<file path="config.mk">
export PLATFORM = sky130hd
export DESIGN_NAME = aes_req_arbiter
export DESIGN_NICKNAME = d
export VERILOG_FILES = /design/src/rtl/aes_req_arbiter.sv
export SDC_FILE = /design/constraint.sdc
export NUM_CORES = 1
export LEC_CHECK = 0
export BUFFER_PORTS_ARGS = -buffer_cell sky130_fd_sc_hd__buf_2
export CORE_AREA = 2 2 597 599
export CTS_CLUSTER_DIAMETER = 200
export CTS_CLUSTER_SIZE = 40
export DETAILED_ROUTE_END_ITERATION = 7
export DIE_AREA = 0 0 599 601
export PLACE_DENSITY_LB_ADDON = 0.15
export SKIP_LAST_GASP = 1
export SYNTH_ARGS = -nofsm -noshare
export SYNTH_HDL_FRONTEND = slang
export SYNTH_SLANG_ARGS = --single-unit
</file>
<file path="constraint.sdc">
create_clock -name clk -period 2.8 [get_ports clk]
set_clock_uncertainty 0.2 [all_clocks]
set_input_delay 0.14 -clock clk [delete_from_list [all_inputs] [get_ports clk]]
set_output_delay 0.14 -clock clk [all_outputs]
set_load 0.005 [all_outputs]
</file>
<file path="src/rtl/aes_req_arbiter.sv">
// Round-robin front end that shares one AES core among NREQ requesters.
// It grants one job at a time, runs the core with a watchdog and returns the tagged result.
module aes_req_arbiter #(
  parameter int unsigned NREQ    = 4,
  parameter int unsigned IDW     = 2,
  parameter int unsigned TIMEOUT = 31
) (
  input  logic                clk,
  input  logic                rst,
  input  logic [NREQ-1:0]     req_valid,
  output logic [NREQ-1:0]     req_ready,
  input  logic [NREQ*128-1:0] req_key,
  input  logic [NREQ*128-1:0] req_text,
  output logic                rsp_valid,
  input  logic                rsp_ready,
  output logic [IDW-1:0]      rsp_id,
  output logic [127:0]        rsp_text,
  output logic                rsp_err,
  output logic                busy,
  output logic                core_ld,
  output logic [127:0]        core_key,
  output logic [127:0]        core_text_in,
  input  logic                core_done,
  input  logic [127:0]        core_text_out
);

  localparam int unsigned DW  = 128;
  localparam int unsigned WDW = $clog2(TIMEOUT + 1);

  typedef enum logic [1:0] {
    S_IDLE = 2'd0,
    S_LOAD = 2'd1,
    S_RUN  = 2'd2,
    S_RESP = 2'd3
  } state_t;

  state_t           state;
  state_t           state_nxt;
  logic [IDW-1:0]   rr_last;
  logic [WDW-1:0]   wdog;

  logic [IDW-1:0]   win;
  logic             win_vld;
  logic [DW-1:0]    sel_key;
  logic [DW-1:0]    sel_text;
  logic [NREQ-1:0]  grant;
  logic             take;
  logic             done_hit;
  logic             wd_hit;
  logic             rsp_hs;

  // Round-robin search: indices above rr_last first, then wrap to 0..rr_last.
  always_comb begin
    win     = '0;
    win_vld = 1'b0;
    for (int j = 0; j < int'(NREQ); j++) begin
      if (!win_vld && req_valid[j] && (IDW'(j) > rr_last)) begin
        win     = IDW'(j);
        win_vld = 1'b1;
      end
    end
    for (int j = 0; j < int'(NREQ); j++) begin
      if (!win_vld && req_valid[j] && (IDW'(j) <= rr_last)) begin
        win     = IDW'(j);
        win_vld = 1'b1;
      end
    end
  end

  // Payload mux for the winning requester.
  always_comb begin
    sel_key  = '0;
    sel_text = '0;
    for (int j = 0; j < int'(NREQ); j++) begin
      if (IDW'(j) == win) begin
        sel_key  = req_key[j*DW +: DW];
        sel_text = req_text[j*DW +: DW];
      end
    end
  end

  always_ff @(posedge clk) begin
    if (rst) begin
      state <= S_IDLE;
    end else begin
      state <= state_nxt;
    end
  end

  // Next-state decode; done beats the watchdog when both land together.
  always_comb begin
    state_nxt = state;
    take      = 1'b0;
    done_hit  = 1'b0;
    wd_hit    = 1'b0;
    rsp_hs    = 1'b0;
    grant     = '0;
    case (state)
      S_IDLE: begin
        if (win_vld && !rst) begin
          take      = 1'b1;
          grant     = NREQ'(1) << win;
          state_nxt = S_LOAD;
        end
      end
      S_LOAD: begin
        state_nxt = S_RUN;
      end
      S_RUN: begin
        if (core_done) begin
          done_hit  = 1'b1;
          state_nxt = S_RESP;
        end else if (wdog == WDW'(TIMEOUT - 1)) begin
          wd_hit    = 1'b1;
          state_nxt = S_RESP;
        end
      end
      S_RESP: begin
        if (rsp_ready) begin
          rsp_hs    = 1'b1;
          state_nxt = S_IDLE;
        end
      end
      default: state_nxt = S_IDLE;
    endcase
  end

  assign req_ready = grant;

  // Registered outputs follow the next state so they line up with it.
  always_ff @(posedge clk) begin
    if (rst) begin
      core_ld   <= 1'b0;
      busy      <= 1'b0;
      rsp_valid <= 1'b0;
    end else begin
      core_ld   <= (state_nxt == S_LOAD);
      busy      <= (state_nxt != S_IDLE);
      rsp_valid <= (state_nxt == S_RESP);
    end
  end

  // Job capture: payload and owner id are frozen until the next grant.
  always_ff @(posedge clk) begin
    if (rst) begin
      core_key     <= '0;
      core_text_in <= '0;
      rsp_id       <= '0;
    end else if (take) begin
      core_key     <= sel_key;
      core_text_in <= sel_text;
      rsp_id       <= win;
    end
  end

  always_ff @(posedge clk) begin
    if (rst) begin
      wdog <= '0;
    end else if (state == S_LOAD) begin
      wdog <= '0;
    end else if (state == S_RUN) begin
      wdog <= wdog + WDW'(1);
    end
  end

  always_ff @(posedge clk) begin
    if (rst) begin
      rsp_text <= '0;
      rsp_err  <= 1'b0;
    end else if (done_hit) begin
      rsp_text <= core_text_out;
      rsp_err  <= 1'b0;
    end else if (wd_hit) begin
      rsp_text <= '0;
      rsp_err  <= 1'b1;
    end
  end

  // Priority pointer advances only once the response is consumed.
  always_ff @(posedge clk) begin
    if (rst) begin
      rr_last <= IDW'(NREQ - 1);
    end else if (rsp_hs) begin
      rr_last <= rsp_id;
    end
  end

endmodule

</file>
==> insert_results.sql <==
INSERT INTO impl_metrics (metric_group, metric, value, unit) VALUES
('outcome', 'outcome', 'complete, no violations', ''),
('synth', 'synth_top_area_share', '35.2', '%'),
('global_routing', 'grt_pass1_wl', '384', 'mm'),
('sta', 'final.min_clock_period', '2800', 'ps'),
('min_path', 'worst_hold_path.endpoint', 'core_text_in[91]$_SDFFE_PP0P_', ''),
('route', 'drc', '0', ''),
('cts', 'cts_root_buf', 'clkbuf_16', ''),
('sta', 'maxSlewHeadroom', '17.1', '%'),
('worst_setup_path', 'cp-start-kind', 'register', ''),
('synth', 'most_used_standard_cell_by_instance_count_after_synthesis', 'dfxtp_1', ''),
('synth', 'synth_fp_nets', '3805', ''),
('global_routing', 'grt_start_max_net_pins', '121', ''),
('layout', 'post_route_cells_drive_above_1_share', '36.6', '%'),
('route', 'ant_nets', '0', ''),
('route', 'postRouteWirelength', '304', 'mm'),
('layout', 'post-route-util', '15.1', '%'),
('synth', 'synth_xor_xnor_area_share', '0.0385', '%'),
('die', 'placement_rows', '219', ''),
('sta', 'timing_max_transition_violations_final', '0', ''),
('power_and_ir_drop', 'p_per_area', '399', 'mW/mm²'),
('layout', 'nets', '6670', ''),
('synth', 'muxShareOfSynthArea', '0.176', '%'),
('synth', 'synthCells', '2643', ''),
('global_routing', 'grt_util_met1', '19.7', '%'),
('synth', 'netlist_area', '0.0227', 'mm²'),
('placed_design', 'port_buffers', '1553', ''),
('cts', 'ctsLongestPathBuffers', '3', ''),
('route', 'first_pass_iters', '5', ''),
('global_routing', 'grt_antenna_before_repair', '167', ''),
('synth', 'synth.ff_latch_count', '399', ''),
('synth', 'async_flop_share', '0', '%'),
('layout', 'post-route-cell-area', '0.0534', 'mm²'),
('global_routing', 'globalRouteMet2Util', '27.4', '%'),
('global_routing', 'grt_remaining_overflow', '0', ''),
('synth', 'synth.yosys.seq_area_share', '35.2', '%'),
('cts', 'worstSkewPairLatency', '750', 'ps'),
('die', 'die-width', '599', 'µm'),
('sta', 'timing.final.crit_share', '100', '%'),
('worst_setup_path', 'rr_worst_depth', '7', ''),
('synth', 'synth_simple_gate_area_share', '20.7', '%'),
('synth', 'synth_warnings', '0', ''),
('route', 'post_drt_wl_per_cell', '29.4', 'µm'),
('die', 'fp.coreArea', '0.354', 'mm²'),
('worst_setup_path', 'worst_r2r_endpoint', 'core_text_in[94]$_SDFFE_PP0P_', ''),
('route', 'vias_after_detailed_routing', '37530', ''),
('sta', 'timing.final.setup_violations', '0', ''),
('worst_setup_path', 'timing.critical_path.to_type', 'register', ''),
('power_and_ir_drop', 'power.leakage', '21.1', 'nW'),
('layout', 'fillers', '40664', ''),
('die', 'die_area', '0.360', 'mm²'),
('synth', 'synth_largest_area_cell', 'dfxtp_1', ''),
('route', 'detail_route.vias_per_cell', '3.63', ''),
('min_path', 'worstHoldPathCells', '5', ''),
('global_routing', 'grt_pass1_vias', '37994', ''),
('placed_design', 'dpl.hpwl', '242', 'mm'),
('synth', 'yosys.area_share.adder', '0.110', '%'),
('placed_design', 'gp_routability_congestion', '0.975', ''),
('worst_setup_path', 'data_required_time_at_the_worst_endpoint', '3270', 'ps'),
('layout', 'synthToLayoutAreaGrowth', '135', '%'),
('sta', 'rsz_0062_raised_after_global_routing', 'true', ''),
('sta', 'transition_time_of_the_tightest_slew_check_pin', '1240', 'ps'),
('worst_setup_path', 'cp_startpoint', 'rr_last[0]$_SDFFE_PP1P_', ''),
('power_and_ir_drop', 'ir_worst_vdd', '0.370', 'mV'),
('die', 'floorplan.initialDensity', '6.42', '%'),
('synth', 'synth_enable_flop_cells', '0', ''),
('worst_setup_path', 'timing.setup.critical_path_class', 'register to register', ''),
('min_path', 'timing.hold.worst.start', 'req_text[91]', ''),
('cts', 'clk_pin_slew', '170', 'ps'),
('global_routing', 'groute.usage.overall', '15.9', '%'),
('cts', 'cts.sinks', '399', ''),
('sta', 'fmaxAchievable', '357', 'MHz');
==> cells in the final DEF (no fill, tap or decap), drive strengths merged, types with 4 or more instances in the layout <==
cell	instances
and3	35
nor4b	254
a221oi	223
a211oi	223
nand2b	5
clkbuf	27
a31oi	33
a22o	33
o221ai	223
dfxtp	399
mux2i	4
bufbuf	5
diode	56
nand3	132
o211ai	36
nor3	7
nand2	138
dlygate4sd3	1389
a21oi	172
a22oi	33
buf	1826
inv	44
and2	4
clkinv	9
nor2	236
==> state kept, by name, summed over array words and instances (netlist names) <==
name / count
core_key: 128
core_text_in: 128
rsp_text: 128
wdog: 5
rr_last: 2
rsp_id: 2
state: 2
busy: 1
core_ld: 1
rsp_err: 1
rsp_valid: 1
==> timing repair <==
item,in CTS,in global routing
gates cloned,5,7
resized for setup,28,28
setup buffers,11,32
pin swaps,4,3
endpoints found under the setup margin,38,56
hold endpoints to repair,399,0
hold buffers,1389,0
==> through the flow <==
step,std cells,setup WS [ps],hold slack (ps)
global placement,8794,-654,183
CTS,10237,-203,1.61
finish,10330,0.340,60.6
detailed placement,8794,-659,188
floorplan,2643,659,76.0
global route,10304,-81.0,29.0
==> where the power goes <==
group	switching [mW]	total (mW)	leakage [nW]	internal, mW
Combinational	5.19	9.54	17.5	4.34
Clock	3.28	4.88	0.390	1.60
Sequential	0.542	6.91	3.28	6.37
==> critical path, stage by stage (launching register included) <==
cell and delay, ps:
dfxtp_4 400, nor2b_4 70, o21a_4 240, buf_4 220, bufbuf_16 360, nor4b_1 780
o221ai_1 240, a211oi_1 250
==> layer usage <==
layer	up-vias	part of all wire [%]	routed length (µm)
met5	-	0.23	706
met4	106	3.1	9320
met3	415	6.2	18900
met2	1746	48	147000
met1	18900	42	129000
li1	16363	-	-
==> area by class of cell <==
cell class	instances	area (µm²)	area share (%)
Timing Repair Buffer	3226	25100	46.9
Multi-Input combinational cell	1822	13300	24.9
Sequential cell	399	7990	15.0
Tap cell	4751	5940	11.1
Clock buffer	21	526	0.983
Clock inverter	17	318	0.595
Inverter	38	143	0.267
Antenna cell	56	140	0.262
==> worst max-delay path by stage <==
stage | end | cells past startpoint
finish | core_text_in[94]$_SDFFE_PP0P_ | 7
global route | core_key[32]$_SDFFE_PP0P_ | 7
CTS | req_ready[3] | 7
detailed placement | core_text_in[61]$_SDFFE_PP0P_ | 7
global placement | core_text_in[61]$_SDFFE_PP0P_ | 7
floorplan | core_key[102]$_SDFFE_PP0P_ | 8
==> kinds of logic after synthesis <==
family          count (synthesis)
simple gates                  824
flops                         399
compound gates                990
xor+xnor                        1
mux                             4
buf+inv                       423
fa+ha+maj                       2
No activity file was read; power rests on OpenSTA's default activity.
